===== src/rtl/grf_wb_arbiter.sv =====
// rtl/grf_wb_arbiter.sv - GRF write-port arbiter: pipeline priority, 2-entry MDU FIFO, busy scoreboard
module grf_wb_arbiter (
    input  logic        clk,
    input  logic        RESET,
    input  logic        p_we,
    input  logic [4:0]  p_a3,
    input  logic [31:0] p_wd,
    input  logic [31:0] p_pc,
    input  logic        m_valid,
    output logic        m_ready,
    input  logic [4:0]  m_a3,
    input  logic [31:0] m_wd,
    input  logic [31:0] m_pc,
    input  logic        mark_en,
    input  logic [4:0]  mark_a,
    input  logic [4:0]  rs_a,
    input  logic [4:0]  rt_a,
    output logic        stall,
    output logic        grf_we,
    output logic [4:0]  grf_a3,
    output logic [31:0] grf_wd,
    output logic [31:0] grf_pc,
    output logic [1:0]  fifo_cnt
);

    logic [4:0]  a3_q [0:1];
    logic [31:0] wd_q [0:1];
    logic [31:0] pc_q [0:1];
    logic        wr_ptr;
    logic        rd_ptr;
    logic [1:0]  cnt;
    // bit 0 exists only so decode addresses index directly; it is never set
    logic [31:0] busy;
    logic [31:0] busy_nxt;

    logic p_act;
    logic deq;
    logic acc;
    logic enq;

    // A pipeline write to r0 is no request; RESET idles the port entirely
    assign p_act    = !RESET && p_we && (p_a3 != 5'd0);
    // FIFO drains only when the pipeline leaves the port free
    assign deq      = !RESET && !p_act && (cnt != 2'd0);
    assign m_ready  = !RESET && (cnt < 2'd2);
    assign acc      = m_valid && m_ready;
    // Results targeting r0 are accepted but dropped
    assign enq      = acc && (m_a3 != 5'd0);
    assign fifo_cnt = cnt;

    // Decode stalls while any nonzero source register awaits an MDU result
    assign stall = !RESET &&
                   (((rs_a != 5'd0) && busy[rs_a]) || ((rt_a != 5'd0) && busy[rt_a]));

    // Write-port mux: pipeline first, then FIFO head, else idle with zeroed fields
    always_comb begin
        grf_we = 1'b0;
        grf_a3 = 5'd0;
        grf_wd = 32'd0;
        grf_pc = 32'd0;
        if (p_act) begin
            grf_we = 1'b1;
            grf_a3 = p_a3;
            grf_wd = p_wd;
            grf_pc = p_pc;
        end else if (deq) begin
            grf_we = 1'b1;
            grf_a3 = a3_q[rd_ptr];
            grf_wd = wd_q[rd_ptr];
            grf_pc = pc_q[rd_ptr];
        end
    end

    // FIFO storage, 1-bit wrapping pointers and occupancy count
    always_ff @(posedge clk) begin
        if (RESET) begin
            wr_ptr <= 1'b0;
            rd_ptr <= 1'b0;
            cnt    <= 2'd0;
        end else begin
            if (enq) begin
                a3_q[wr_ptr] <= m_a3;
                wd_q[wr_ptr] <= m_wd;
                pc_q[wr_ptr] <= m_pc;
                wr_ptr       <= ~wr_ptr;
            end
            if (deq) begin
                rd_ptr <= ~rd_ptr;
            end
            if (enq && !deq) begin
                cnt <= cnt + 2'd1;
            end else if (deq && !enq) begin
                cnt <= cnt - 2'd1;
            end
        end
    end

    // Scoreboard update: dequeue clears, mark sets afterwards so the set wins a collision
    always_comb begin
        busy_nxt = busy;
        if (deq) begin
            busy_nxt[a3_q[rd_ptr]] = 1'b0;
        end
        if (mark_en && (mark_a != 5'd0)) begin
            busy_nxt[mark_a] = 1'b1;
        end
        busy_nxt[0] = 1'b0;
    end

    // Scoreboard register, cleared by reset
    always_ff @(posedge clk) begin
        if (RESET) begin
            busy <= 32'd0;
        end else begin
            busy <= busy_nxt;
        end
    end

endmodule


===== config.mk =====
export PLATFORM = sky130hd
export DESIGN_NAME = grf_wb_arbiter
export DESIGN_NICKNAME = d
export VERILOG_FILES = /design/src/rtl/grf_wb_arbiter.sv
export SDC_FILE = /design/constraint.sdc
export NUM_CORES = 1
export LEC_CHECK = 0
export ABC_CLOCK_PERIOD_IN_PS = 4850
export CORE_AREA = 2 2 143 145
export CTS_CLUSTER_DIAMETER = 120
export CTS_CLUSTER_SIZE = 25
export DETAILED_ROUTE_END_ITERATION = 8
export DIE_AREA = 0 0 145 147
export PLACE_DENSITY_LB_ADDON = 0.05
export SYNTH_ARGS = -nofsm -noshare
export SYNTH_HDL_FRONTEND = slang
export SYNTH_SLANG_ARGS = --single-unit

===== constraint.sdc =====
create_clock -name clk -period 4.85 [get_ports clk]
set_input_delay 0.7275 -clock clk [delete_from_list [all_inputs] [get_ports clk]]
set_output_delay 0.7275 -clock clk [all_outputs]
set_load 0.01 [all_outputs]

# [Word level (Yosys, flattened, before mapping)]
# Memory sizes are Yosys's and may differ from the RTL's. A register that Yosys moved wholly into a read port is not among the register bits.
# Cells that the tools add are included.
[classes] addsub=2 n_mul=0 div=0 n_lt_le_gt_ge=7 eq_ne=0 n_shift=0 mux=29 n_bitwise=5 n_reduce_logical=27
[ops] op="$mux 32" n=6
[ops] op="$and 32x32->32" n=1
[ops] op="$not 32->32" n=1
[ops] op="$or 32x32->32" n=1
[ops] op="$reduce_bool 5->1" n=5
[ops] op="$lt 5x6->1 const B" n=4
[ops] op="$logic_and 1x1->1" n=15
[ops] op="$mux 1" n=15
[ops] op="$bmux 1 s5" n=2
[ops] op="$demux 1 s5" n=2
[ops] op="$ge 5x1->1 const B" n=2
[ops] op="$mux 5" n=2
[ops] op="$logic_not 1->1" n=4
[ops] op="$mux 2" n=2
[ops] op="$reduce_bool 2->1" n=2
[ops] op="$add 2x1->2 const B" n=1
[ops] op="$lt 2x2->1 const B" n=1
[ops] op="$not 1->1" n=2
[ops] op="$sub 2x1->2 const B" n=1
[ops] op="$logic_or 1x1->1" n=1
[word_totals] regBits=36 latch_bits=0 mem_bits_rw=138 rom_bits=0 output_inout_bits=74 wordCells=78 mem_count=3
[mem_list] name="pc_q" depth=2 width=32 read_ports=1 rd_ports_with_merged_regs=1 write_ports=1 line_no="28" rtl="logic [31:0] pc_q [0:1];"
[mem_list] name="wd_q" depth=2 width=32 read_ports=1 rd_ports_with_merged_regs=1 write_ports=1 line_no="27" rtl="logic [31:0] wd_q [0:1];"
[mem_list] name="a3_q" depth=2 width=5 read_ports=1 rd_ports_with_merged_regs=1 write_ports=1 line_no="26" rtl="logic [4:0] a3_q [0:1];"

# [Longest topological paths before layout]
# Gate-level depths: netlist of the first run.
[depth] depth_word=9 ltp_mapped=8 depth_no_buf=7

# [Worst setup path after synthesis of the first run]
# OpenSTA, ideal clock, no wires.
[synth_timing] kind="input -> register" start="input RESET" end="memory a3_q[0][0], enable pin" setup_time_ps=497 t_arrival_ps=4054 required_ps=4353 path_slack_ps=299 stages=3 path_buffers=0 cell_sequence="nor2_1 o211ai_1 nor2_1"
[synth_via] elab_chain_len=7
[synth_rtl] item="start: declaration" line_no="4" rtl="input logic RESET,"
[synth_rtl] item="$logic_not 1->1" line_no="45" rtl="assign m_ready = !RESET && (cnt < 2'd2);"
[synth_rtl] item="$logic_and 1x1->1" line_no="45"
[synth_rtl] item="$logic_and 1x1->1" line_no="46" rtl="assign acc = m_valid && m_ready;"
[synth_rtl] item="$logic_and 1x1->1" line_no="48" rtl="assign enq = acc && (m_a3 != 5'd0);"
[synth_rtl] item="$mux 1" line_no="81" rtl="if (enq) begin"
[synth_rtl] item="$mux 1 (*)" line_no="76" rtl="if (RESET) begin"
[synth_rtl] item="$mux 1 (not written as such) (*)" line_no="82" rtl="a3_q[wr_ptr] <= m_a3;"
[synth_rtl] item="end: declaration" line_no="26"
# Every way passes the cells marked *; elsewhere a longest branch is shown, timed or not.

# [Worst setup path after layout of the first run]
[layout_timing] start="input p_a3[2]" end="output grf_pc[11]"
[layout_via] elab_chain_len=7
[layout_rtl] item="start: declaration" line_no="6" rtl="input logic [4:0] p_a3,"
[layout_rtl] item="$reduce_bool 5->1 (*)" line_no="42" rtl="assign p_act = !RESET && p_we && (p_a3 != 5'd0);"
[layout_rtl] item="$logic_and 1x1->1 (*)" line_no="42"
[layout_rtl] item="$logic_not 1->1" line_no="44" rtl="assign deq = !RESET && !p_act && (cnt != 2'd0);"
[layout_rtl] item="$logic_and 1x1->1 (2 in series)" line_no="44"
[layout_rtl] item="$mux 32" line_no="66" rtl="end else if (deq) begin"
[layout_rtl] item="$mux 32 (*)" line_no="61" rtl="if (p_act) begin"
[layout_rtl] item="end: declaration" line_no="22" rtl="output logic [31:0] grf_pc,"
# Marks and branches as above.

==> qor.yml, run 1 <==
synthesis:
  synth_async_sr_flop_share: 0
  synth_top_area_share: 0.533
  synth_top_flop_cell: "edfxtp_1"
  synth_edf_count: 138
  synth.distinct_cells: 42
  synthesis.nets: 783
  yosysSeqAreaShare: 0.625
  synth_cells: 624
  synth_top_area_cell: "edfxtp_1"
  synthTopCellsByArea: "edfxtp_1 53%, mux2i_1 10%, dfxtp_1 9.3%"
  syn_area_um2: 7780
  synth_seq_cells: 174
  ys.warnings.count: 0
  syn_avg_cell_area_um2: 12.5
drt:
  drt_wl_total_um: 19400
  vias: 5692
  ant_nets: 0
  avgRoutedWirePerCell_um: 17.2
  drc: 0
  first_pass_iters: 5
  avgViaCountPerCell: 5.04
  drt_iter0_markers: 338
power:
  sw_frac_of_total: 0.262
  power.leakage_nw: 3.55
  internal-power_mw: 2.77
  p_switching_mw: 0.984
  clockPowerShare: 0.355
  seq_power_share: 0.469
  p_per_area_nw_per_um2: 345
  comb_power_share: 0.176
  power.total_mw: 3.76
  vdd_drop_max_mv: 0.240
clock_tree:
  cts_tree: "done"
  numCtsBuffers: 17
  clk_pin_slew_ps: 70
  ctsResizeCount: 0
  clock_path_buffers: 2
  htree_levels: 4
  clock_sinks: 174
  clock-root-buffer: "clkbuf_16"
  clock_latency_ps: 430
  postCtsSetupBuffers: 0
  holdBufCountCts: 0
finish:
  area_delta_synth_final_pct: 39.9
  stdcell_area_um2: 10900
  layout_commonest_cell: "clkdlybuf4s50_1"
  fill_cells: 1718
  diodes: 0
  stdcell_count: 1129
  drive_gt1_frac: 0.0896
  layout_common_cells: "231 x clkdlybuf4s50_1, 138 x edfxtp_1, 106 x nand2_1, 79 x mux2i_1, 55 x o21ai_1"
  fin_nets: 1006
critical_path:
  end_kind: "primary output"
  criticalPathCategory: "in -> out"
  critPathMaxFanout: 73
  start_kind: "input pin"
  rr_worst_depth: 4
  required_ps: 4120
  reg2reg_to: "pc_q[1][22]"
  reg2reg_from: "fifo_cnt[1]"
  cp.arrival_ps: 3430
  r2r_slack_ps: 2180
sta:
  finalCritPeriodShare: 0.858
  finClkSkew_ps: 13.8
  fin_crit_ps: 4160
  worstMarginPinSlew_ps: 1030
  fin_ws_ps: 688
  grt_setup_unrepaired: "false"
  hold_viol_final: 0
  setup_violations: 0
  tns_ps: 0
  slew_headroom: 0.310
  slew_viol_final: 0
  timing.fmax_mhz: 240
worst_hold_path:
  hold_path_startpoint: "rd_ptr"
  hold_class: "reg -> reg"
  hold_depth: 1
floorplanning:
  fp.dieArea_um2: 21300
  die_h_um: 147
  io_pins: 232
  initial_core_util: 0.392
  num_rows: 52
  core_region_area_um2: 19800
  die_w_um: 145
placement:
  dpl_cell_area_um2: 10300
  dp_cells: 1098
  port_buffers: 231
  gp_congestion: 0.827
  hpwl_um: 13900
  dpl_worst_slack_ps: 644
job:
  cap_violations: 0
global_route:
  grt_use_total: 0.183
  grt_overflow: 0
  grt_max_degree: 74
  grt_pass1_wl_um: 30500
  antenna_found_initial: 2
  grt_pass1_vias: 5808
status:
  outcome: "complete, no violations"
-- state kept, by name, indices dropped and copies added (netlist names), named ones only --
signal and flops:
a3_q 10, busy 31, fifo_cnt 2, pc_q 64, rd_ptr 1, wd_q 64
wr_ptr 1
-- synthesized netlist by cell type (all sizes together) (2+ instances only) --
master,number
mux2i,79
o21ai,104
buf,28
xor2,2
clkbuf,7
and2,2
nor2b,7
inv,4
dfxtp,36
a32oi,2
or4,2
nand4,8
o2111ai,2
edfxtp,138
nand2,107
mux2,2
nand3b,4
mux4,12
nor3,2
nor2,20
nand2b,4
a22oi,2
or2,2
nand3,2
a21oi,37
-- per-stage QoR --
stage / utilization / hold WS [ps]
after global placement: 0.519 / 450
final: 0.548 / 476
after detailed placement: 0.519 / 461
after global routing: 0.548 / 504
after CTS: 0.548 / 475
after floorplan: - / 448
-- worst max-delay path: stages --
cell and delay, ps:
clkdlybuf4s50_1 430, or4_4 560, o21ai_4 270, nand2_4 500
o21ai_1 340, clkdlybuf4s50_1 570
-- worst max-delay path by stage --
stage | cells after the start | startpoint | endpoint | slack, ps
2_1_floorplan | 3 | RESET | a3_q[0][0] | 300
3_3_place_gp | 6 | p_a3[2] | grf_wd[31] | 730
5_1_grt | 6 | p_a3[2] | grf_a3[4] | 520
3_5_place_dp | 6 | p_a3[2] | grf_pc[11] | 640
6_report | 6 | p_a3[2] | grf_pc[11] | 690
4_1_cts | 6 | p_a3[2] | grf_pc[11] | 630
-- routing by layer --
metal | GRT usage | vias up | share of wire | routed length [um]
met5 | 0 | - | 0 | 0
met4 | 0.0584 | 0 | 0.016 | 320
met3 | 0.0581 | 23 | 0.069 | 1350
met2 | 0.317 | 187 | 0.50 | 9720
met1 | 0.217 | 2716 | 0.41 | 8020
li1 | - | 2766 | - | -
-- power by group through the flow --
stage / registers [mW] / logic (mW) / clock network (mW)
floorplan: 1.75 / 0.368 / 0
global placement: 1.79 / 0.657 / 0
detailed placement: 1.80 / 0.669 / 0
CTS: 1.76 / 0.673 / 1.37
global route: 1.77 / 0.716 / 1.42
finish: 1.76 / 0.661 / 1.34
-- logic make-up (layout without fill, tap and decap cells) --
family,after synthesis,after routing,synth area share
DFF,174,174,0.625
and+or+nand+nor,162,162,0.0917
AOI/OAI and AO/OA,152,152,0.110
muxes,93,93,0.139
buffers and inverters,39,274,0.0283
xor gates and xnor gates,3,3,0.00338
adders and majority gates,1,1,0.00161
-- area by class of cell --
| cell class | count | area (um^2) | area share |
|---|---|---|---|
| clock inverters | 14 | 153 | 0.0140 |
| inverters | 4 | 15.0 | 0.00138 |
| flip-flops and latches | 174 | 4870 | 0.447 |
| multi-input cells | 411 | 2710 | 0.249 |
| clock buffers | 17 | 425 | 0.0391 |
| repair buffers | 239 | 2370 | 0.218 |
| well taps | 270 | 338 | 0.0310 |
Power figures use the tool's default switching activity.
==> run 2: changes to the inputs <==
- CAP_MARGIN: not set -> 20
==> results of run 2 <==
Same layout as run 1: the final DEF is identical, and so are final timing and power.
==> run 3: changes to the inputs <==
- CORE_AREA: 2 2 143 145 -> 2 2 201 104
- DIE_AREA: 0 0 145 147 -> 0 0 203 106
- SLEW_MARGIN: not set -> 20
==> qor.yml, run 3 (synthesized netlist as in run 1, its figures left out) <==
sta:
  hold_viol_final: 0  # unchanged
  timing.fmax_mhz: 237  # -1.5%
  setup_violations: 0  # unchanged
  finalCritPeriodShare: 0.871  # +0.0127
  fin_crit_ps: 4220  # +61.8 ps
  worstMarginPinSlew_ps: 926  # -106 ps
  fin_ws_ps: 626  # -61.8 ps
  grt_setup_unrepaired: "false"
  finClkSkew_ps: 9.90  # -3.93 ps
  tns_ps: 0  # unchanged
  slew_headroom: 0.383  # +0.0722
  slew_viol_final: 0  # unchanged
  hold_slack_ps: 467  # -9.77 ps
critical_path:
  startpoint: "p_a3[2]"
  required_ps: 4120  # about the same
  cp.arrival_ps: 3500  # +70 ps
  rr_worst_depth: 7  # +3
  r2r_slack_ps: 2270  # +90 ps
  criticalPathCategory: "in -> out"
  end_kind: "primary output"
  critPathMaxFanout: 73  # unchanged
  critPathSlowestCell: "clkdlybuf4s50_1"
  cpMostUsedCell: "clkdlybuf4s50_1"
  start_kind: "input pin"
  path_cells: "clkdlybuf4s50_1 -> or4_4 -> o21ai_4 -> nand2_4 -> o21ai_1 -> clkdlybuf4s50_1"
  reg2reg_from: "fifo_cnt[0]"
  cpPeakStageDelay_ps: 580  # about the same
placement:
  port_buffers: 231  # unchanged
  hpwl_um: 15800  # +14%
  dpl_cell_area_um2: 10300  # +0.26%
  dpl_worst_slack_ps: 650  # +6.34 ps
  gp_congestion: 0.909  # +9.9%
floorplanning:
  fp.dieArea_um2: 21500  # +0.95%
  die_w_um: 203  # +40%
  die_h_um: 106  # -28%
  core_region_area_um2: 20000  # +0.55%
  initial_core_util: 0.390  # -0.00214
  num_rows: 37  # -29%
  io_pins: 232  # unchanged
power:
  p_per_area_nw_per_um2: 353  # +2.4%
  power.leakage_nw: 3.55  # +0.11%
  vdd_drop_max_mv: 0.268  # +12%
clock_tree:
  holdBufCountCts: 0  # unchanged
  clock-root-buffer: "clkbuf_16"
  ctsResizeCount: 0  # unchanged
  clock_latency_ps: 420  # about the same
  numCtsBuffers: 17  # unchanged
  cts_tree: "done"
  clk_pin_slew_ps: 70  # about the same
  postCtsSetupBuffers: 0  # unchanged
  htree_levels: 4  # unchanged
  clock_sinks: 174  # unchanged
  clock_path_buffers: 2  # unchanged
finish:
  multiInputGateArea_um2: 2710  # unchanged
  final_core_util: 0.549  # about the same
  top_regs: "pc_q (64), wd_q (64), busy (31)"
  stdcell_area_um2: 11000  # +0.63%
  area_delta_synth_final_pct: 40.8
  regArea_um2: 4870  # unchanged
  fin_nets: 1004  # -0.20%
  diodes: 0  # unchanged
  drive_gt1_frac: 0.0851  # -0.00456
  fill_cells: 1687  # -1.8%
  layout_common_cells: "231 x clkdlybuf4s50_1, 138 x edfxtp_1, 106 x nand2_1, 79 x mux2i_1, 55 x o21ai_1"
  layout_commonest_cell: "clkdlybuf4s50_1"
global_route:
  grt_pass1_wl_um: 32800  # +7.6%
  grt_overflow: 0  # unchanged
  grt_use_total: 0.203  # +0.0204
  use_met3: 0.0610  # +0.00293
  use_met2: 0.284  # -0.0332
  grt_pass1_vias: 5731  # -1.3%
  met1_usage: 0.307  # +0.0895
  grt_max_degree: 74  # unchanged
  top_usage_layer: "met1"
  antenna_found_initial: 0  # -2
status:
  outcome: "complete, no violations"
drt:
  drc: 0  # unchanged
  avgViaCountPerCell: 5.16  # +2.3%
  first_pass_iters: 7  # +2
  drt_iter0_markers: 528  # +56%
  drt_wl_total_um: 21600  # +11%
  avgRoutedWirePerCell_um: 19.1  # +11%
  vias: 5834  # +2.5%
  ant_nets: 0  # unchanged
worst_hold_path:
  hold_depth: 1  # unchanged
  hold_class: "reg -> reg"
  hold_path_startpoint: "rd_ptr"
job:
  cap_violations: 0  # unchanged
run 3: final cells by class:
| cell class | instances | area share |
|---|---|---|
| well taps | 273 | 0.0312 |
| clock inverters | 14 | 0.0175 |
| multi-input cells | 411 | 0.248 |
| clock buffers | 18 | 0.0392 |
| flip-flops and latches | 174 | 0.445 |
| repair buffers | 237 | 0.219 |
| inverters | 4 | 0.00137 |
run 3: path summary, 6_finish.rpt:
check,end
setup / recovery,grf_wd[24]
hold / removal,register
setup reg to reg,fifo_cnt[1]
hold reg to reg,register
run 3: per-layer routing:
layer,up-vias,part of all wire
li1,2769,-
met1,2804,0.49
met2,245,0.42
met3,16,0.093
met4,0,0.0062
met5,-,0
run 3: through the flow:
| stage | cells | power, mW |
|---|---|---|
| 2_1_floorplan | 624 | 2.12 |
| 3_3_place_gp | 1099 | 2.46 |
| 3_5_place_dp | 1099 | 2.47 |
| 4_1_cts | 1131 | 3.90 |
| 5_1_grt | 1131 | 4.02 |
| 6_report | 1131 | 3.87 |
run 3: power breakdown:
group | leakage (nW) | switching, mW | internal (mW)
combinational | 1.71 | 0.322 | 0.356
clock | 0.284 | 0.573 | 0.863
sequential | 1.56 | 0.0665 | 1.69
run 3: critical path: cells and delay by family:
kind / cells / cell delay (ps)
AND/OR/NAND/NOR: 2 / 1080
AO/OA/AOI/OAI: 2 / 660
buffers and inverters: 2 / 1010
